<file path="src/rtl/din_debounce_pkg.sv">
// din_debounce shared types: FSM state, diagnostic width,
// and the width function for the qualification counter.
package din_debounce_pkg;

  typedef enum logic {
    STABLE,
    QUAL
  } state_t;

  localparam int BOUNCE_CNT_W = 8;

  // Holds 0..n without wrapping; at least one bit.
  function automatic int cnt_width(input int n);
    return (n < 1) ? 1 : $clog2(n + 1);
  endfunction

endpackage

</file>
<file path="src/rtl/din_sync.sv">
// Generic N-stage flop synchroniser, sync active-low reset.
// Ports: clk, rst_n, d (async in), q (last stage out).
module din_sync #(
  parameter int STAGES  = 2,
  parameter bit RST_VAL = 1'b0
) (
  input  logic clk,
  input  logic rst_n,
  input  logic d,
  output logic q
);

  logic [STAGES-1:0] ff;

  always_ff @(posedge clk) begin
    if (!rst_n) begin
      ff <= {STAGES{RST_VAL}};
    end else begin
      ff[0] <= d;
      for (int i = 1; i < STAGES; i++) begin
        ff[i] <= ff[i-1];
      end
    end
  end

  assign q = ff[STAGES-1];

endmodule

</file>
<file path="src/rtl/din_debounce.sv">
// Debounces one raw pin: sync, qualify, level + rise/fall strobes.
// Ports: clk, rst_n, din, bounce_clr -> dout, rise, fall, bounce_cnt.
module din_debounce
  import din_debounce_pkg::*;
#(
  parameter int DEBOUNCE_CYCLES = 1000,
  parameter bit INIT            = 1'b0,
  parameter bit INVERT          = 1'b0
) (
  input  logic                    clk,
  input  logic                    rst_n,
  input  logic                    din,
  output logic                    dout,
  output logic                    rise,
  output logic                    fall,
  output logic [BOUNCE_CNT_W-1:0] bounce_cnt,
  input  logic                    bounce_clr
);

  localparam int CW = cnt_width(DEBOUNCE_CYCLES);
  localparam logic [CW-1:0] LAST = CW'(DEBOUNCE_CYCLES - 1);
  localparam logic [BOUNCE_CNT_W-1:0] BMAX = '1;

  if (DEBOUNCE_CYCLES < 1 || DEBOUNCE_CYCLES > (1 << 20)) begin : g_range
    $error("din_debounce: DEBOUNCE_CYCLES out of range 1..2^20");
  end

  logic din_s;

  din_sync #(
    .STAGES (2),
    .RST_VAL(INIT)
  ) u_sync (
    .clk  (clk),
    .rst_n(rst_n),
    .d    (din ^ INVERT),
    .q    (din_s)
  );

  state_t                  state, state_n;
  logic [CW-1:0]           cnt, cnt_n;
  logic                    dout_n, rise_n, fall_n;
  logic [BOUNCE_CNT_W-1:0] bcnt_n;

  always_ff @(posedge clk) begin
    if (!rst_n) begin
      state      <= STABLE;
      cnt        <= '0;
      dout       <= INIT;
      rise       <= 1'b0;
      fall       <= 1'b0;
      bounce_cnt <= '0;
    end else begin
      state      <= state_n;
      cnt        <= cnt_n;
      dout       <= dout_n;
      rise       <= rise_n;
      fall       <= fall_n;
      bounce_cnt <= bcnt_n;
    end
  end

  always_comb begin
    state_n = state;
    cnt_n   = cnt;
    dout_n  = dout;
    rise_n  = 1'b0;
    fall_n  = 1'b0;
    bcnt_n  = bounce_cnt;
    unique case (state)
      STABLE: begin
        if (din_s == dout) begin
          cnt_n = '0;
        end else if (DEBOUNCE_CYCLES == 1) begin
          // single-sample window: accept without entering QUAL
          dout_n = din_s;
          rise_n = din_s;
          fall_n = !din_s;
        end else begin
          state_n = QUAL;
          cnt_n   = CW'(1);
        end
      end
      QUAL: begin
        if (din_s == dout) begin
          state_n = STABLE;
          cnt_n   = '0;
          if (bounce_cnt != BMAX) begin
            bcnt_n = bounce_cnt + 1'b1;
          end
        end else if (cnt == LAST) begin
          state_n = STABLE;
          cnt_n   = '0;
          dout_n  = din_s;
          rise_n  = din_s;
          fall_n  = !din_s;
        end else begin
          cnt_n = cnt + 1'b1;
        end
      end
      default: begin
        state_n = STABLE;
        cnt_n   = '0;
      end
    endcase
    if (bounce_clr) begin
      bcnt_n = '0;
    end
  end

endmodule

</file>
<file path="config.mk">
export PLATFORM = sky130hd
export DESIGN_NAME = din_debounce
export DESIGN_NICKNAME = d
export VERILOG_FILES = /design/src/rtl/din_debounce_pkg.sv /design/src/rtl/din_sync.sv /design/src/rtl/din_debounce.sv
export SDC_FILE = /design/constraint.sdc
export NUM_CORES = 1
export LEC_CHECK = 0
export ABC_CLOCK_PERIOD_IN_PS = 4200
export CAP_MARGIN = 25
export CORE_MARGIN = 2
export CORE_UTILIZATION = 41
export CTS_CLUSTER_SIZE = 24
export DETAILED_ROUTE_END_ITERATION = 7
export MAX_ROUTING_LAYER = met4
export RECOVER_POWER = 100
export SLEW_MARGIN = 25
export SYNTH_ARGS = -nofsm -noshare
export SYNTH_HDL_FRONTEND = slang
export SYNTH_SLANG_ARGS = --single-unit
</file>
<file path="constraint.sdc">
create_clock -name clk -period 4.2 [get_ports clk]
set_input_delay 0.63 -clock clk [delete_from_list [all_inputs] [get_ports clk]]
set_output_delay 0.63 -clock clk [all_outputs]
set_load 0.02 [all_outputs]
</file>
# Word-level counts from Yosys, hierarchy flattened
# Cells that the tools add are included.
# classes
n_bitwise	4
mux	8
addsub	2
n_reduce_logical	5
n_eq_ne	3
# op_table
op	count
10-bit 2-to-1 mux	2
10-bit case mux with 2 select lines	1
10-bit by 1-bit adder with 10-bit output, second input constant	1
10-bit equality test, second input constant	1
8-bit by 1-bit adder with 8-bit output, second input constant	1
8-bit != test, second input constant	1
3-bit AND reduction	2
1-bit 2-to-1 mux	4
1-bit NOT	4
4-bit OR reduction	1
1-bit case mux with 2 select lines	1
2-bit OR reduction	1
1-bit equality test	1
1-bit logical NOT	1
# totals
word_cells	29
in_bits	4
out_inout_bits	11
reg_bits	24

# Logic depth before layout (Yosys ltp)
# depth
word_depth	4
ltp_mapped	5
ltp_nobuf	5

# Modules after synthesis
# From an unflattened synthesis, not the netlist that was laid out.
# unflattened
hier_cells	117
hier_area_um2	1079.8
# by_module_without_submodules
module	area_per_inst_um2	n_inst	seq_area_each_um2	cells_each
din_debounce	1027.2	1	440.4	113
din_sync	52.6	1	40.0	4

# Least setup slack after synthesis
# Ideal clock, no wire load.
# synth_path
kind	register -> register
startpoint	reg bounce_cnt[0]
endpoint	reg bounce_cnt[6]
stages_incl_launch_ff	6
period_less_slack_ns	1.517
setup_slack_ns	2.683
setup_time_ns	0.070
arrival_time_ns	1.447
path_buffers	0
required_time_ns	4.130
cell_sequence	dfxtp_1 -> ha_1 -> and3_1 -> nand4_2 -> or3_1 -> a21oi_1
# synth_between
elab_chain_cells	2
word_cells_on_any_way	3
cone_classes	1 x add/sub; 1 x eq/ne; 1 x reduce/logical
# synth_rtl
item	line_no	text
start: declaration	din_debounce.sv:16	output logic [BOUNCE_CNT_W-1:0] bounce_cnt,
start signal: assignment	din_debounce.sv:59	bounce_cnt <= bcnt_n;
branches (longest 2 deep; another with 8-bit by 1-bit adder with 8-bit output)	-	
# Parallel ways; which one is timed is not known.
# A chain may end at the register's enable or synchronous reset.

# Worst setup path after layout
# layout_path
startpoint	reg bounce_cnt[3]
endpoint	out bounce_cnt[3]
# No word-level cell between the ends.

==> metrics.md <==
| Metric | Value |
|---|---|
| Initial antenna violation count | 0 |
| Share of the synthesized area in the top cell type | 44.9% |
| CP Depth | 1 |
| First drt pass iteration count | 4 |
| Static leakage | 0.473 nW |
| Syn avg cell area | 8.93 um2 |
| # rows | 18 |
| Worst-Margin Slew | 562 ps |
| Routability Congestion | 0.734 |
| Initial DRC Count | 14 |
| Vias | 918 |
| Pwr/cell area | 289 nW/um2 |
| Vias in the first global route | 726 |
| CP startpoint | bounce_cnt[3] |
| Tmin final | 2110 ps |
| Seq/Total Area, Yosys | 44.9% |
| Hpwl dp | 1580 um |
| CP max-delay cell | dlygate4sd3_1 |
| Setup Total Neg Slack | 0 ps |
| Critical path class | reg -> out |
| Num Clock Sinks | 24 |
| Antenna-violating nets left | 0 |
| Final Max Slew Viols | 0 |
| Fmax | 474 MHz |
| # Post-CTS Setup Buffers | 0 |
| Wirelength per Cell | 12.6 um |
| Rel. slew slack | 62.2% |
| I/O Buffers | 14 |
| Post-synth EDFFs | 0 |
| Leading register cell type out of synthesis | dfxtp_1 |
| Worst EP arrival | 1480 ps |
| Die Span Y | 55.1 um |
| Hold Crit Class | reg -> reg |
| Final Cycle Share | 50.2% |
| Slowest cell delay on critical path | 710 ps |
| Synth async-reset ratio | 0% |
| CP top delay family | buffers and inverters |
| Outcome | completed |
| Largest net degree at the start of global routing | 14 |
| Core area | 2480 um2 |
| Post-Synthesis Cell Area | 1070 um2 |
| Largest area contributor in the netlist | dfxtp_1 |
| Post-cts sizing count | 0 |
| RSZ-0062 raised after global routing | no |
| Syn_nets | 126 |
| Cells after synthesis | 120 |
| Util after Layout | 50.9% |
| Peak supply drop | 0.160 mV |
| Highest-count cells in the layout ignoring fill and taps | dfxtp_1 (24), nor2_1 (13), nand2_1 (12), dlygate4sd3_1 (12), nand3_1 (8) |
| TritonCTS clock tree | built |
| Area grow syn2layout | 17.6% |
| Post-route DRC violation count | 0 |
| Post-Route WL | 2090 um |
| Total global routing overflow | 0 |
| Final worst slack | 2090 ps |
| Yosys warns | 0 |
| Commonest non-fill, non-tap cell in the layout | dfxtp_1 |
| DR top layer | met4 |
| Crit path max fanout | 8 |
| H-tree levels | 1 |
| Crit Reg-Reg Startpoint | cnt[0] |
| M1 WL | 1090 um |
| Layout cells sized above 1 | 4.41% |
| Worst path cell trace | dlygate4sd3_1 |
| CP Buf/Inv Count | 1 |
| Die area | 3040 um2 |
| Critical path required time | 3570 ps |
| # IOs | 15 |
| Starting Density | 43.2% |
| Distinct cells, synth | 37 |
| Final-report setup violation count | 0 |
| #FFs+latches synth | 24 |
| First-pass GRT wire length | 3270 um |
| Pwr Total | 0.364 mW |
| R2R Setup Slk | 2300 ps |
| Worst Setup End Kind | primary output |
| Critical Path End | bounce_cnt[3] |
| Post-CTS Hold Fix Bufs | 0 |
| Clk_lat worst skew | 310 ps |
| Met3 WL | 55 um |
| Startpoint Class | register |
| Pre-CTS setup slack | 2370 ps |
| Clk_skew | 2.84 ps |
| Die Wd | 55.1 um |
| FF-to-FF End | cnt[4] |
| Final Hold Vio Count | 0 |
| CTS clock-pin slew for the worst setup and hold paths | 130 ps |
| CTS max path bufs | 2 |
| Vias per cell | 5.53 |
| Ranking of synthesized cells by area | dfxtp_1 (45%), nor2_1 (4.6%), nand2_1 (4.2%), xor2_1 (4.1%), nand3_1 (3.7%) |
| Post-layout nets | 143 |
| Num CTS Buffers | 3 |
| Metal2 WL | 933 um |
| Max_cap viols | 0 |
| Clock root buffer master | clkbuf_4 |
| R2R depth | 5 |
| Gr usage total | 15.7% |
| Diodes inserted | 0 |
## layer usage
layer / vias to the layer above / track usage (%)
li1: 471 / -
met1: 429 / 21.8
met2: 16 / 22.2
met3: 2 / 2.42
met4: 0 / 7.32
met5: - / -
## flip-flops by register name, indices dropped and copies added, names as in the netlist
signal,count
dout,1
fall,1
u_sync.ff,2
rise,1
state,1
cnt,10
bounce_cnt,8
## stage by stage
stage	instances	hold slack, ps	instance area [um2]
2_1_floorplan	120	412	1070
3_3_place_gp	162	428	1240
3_5_place_dp	162	426	1240
4_1_cts	166	460	1270
5_1_grt	166	490	1260
6_report	166	459	1260
## how the worst min path moves through the flow
stage | startpoint | end | slack, ps | depth (start not counted)
after global routing | u_sync.ff[0] | u_sync.ff[1] | 490 | 1
after floorplan | u_sync.ff[0] | u_sync.ff[1] | 410 | 1
after global placement | u_sync.ff[0] | u_sync.ff[1] | 430 | 1
final | u_sync.ff[0] | u_sync.ff[1] | 460 | 1
after CTS | u_sync.ff[0] | u_sync.ff[1] | 460 | 1
after detailed placement | u_sync.ff[0] | u_sync.ff[1] | 430 | 1
## cell type report
type	instances	area (um2)
Inverter	2	7.51
Timing Repair Buffer	14	140
Tap cell	30	37.5
Multi-Input combinational cell	92	558
Clock buffer	4	36.3
Fill cell	251	1220
Sequential cell	24	480
## kinds of logic (layout without fill, tap and decap cells)
family                   Yosys count  after routing  share of synthesized area, %
AO/OA/AOI/OAI                     25             25                          15.8
XOR/XNOR                           8              8                          7.24
adder cells (fa/ha/maj)            2              2                          2.34
buffers and inverters              4             20                          1.63
flip-flops                        24             24                          44.9
multiplexers                       1              1                         0.935
AND/OR/NAND/NOR                   56             56                          27.2
## synthesized netlist by cell type, types with 2 or more instances
master and n:
dfxtp_1 24, nand2_1 12, nor4_1 3, nand3_1 8, nand4_1 5, and2_1 2, o21a_1 3, ha_1 2
a21oi_1 4, a31oi_1 4, o21ai_0 4, a21o_1 2, o31a_1 2, or3_1 2, xor2_1 5, inv_1 2
xnor2_1 2, nor2_1 13, and3_1 3
## worst reg2reg max path, delay by kind of cell, from the launching register on
kind / cells / cell delay (ps)
AND/OR/NAND/NOR: 3 / 640
AO/OA/AOI/OAI: 1 / 500
flip-flops: 1 / 390
adder cells (fa/ha/maj): 1 / 260
## power breakdown
| group | leakage, nW | switching [mW] | internal [mW] | total (mW) |
|---|---|---|---|---|
| Clock | 0.0210 | 0.0711 | 0.0529 | 0.124 |
| Sequential | 0.194 | 0.00174 | 0.229 | 0.231 |
| Combinational | 0.258 | 0.00464 | 0.00476 | 0.00940 |
(Power assumes the default switching activity.)
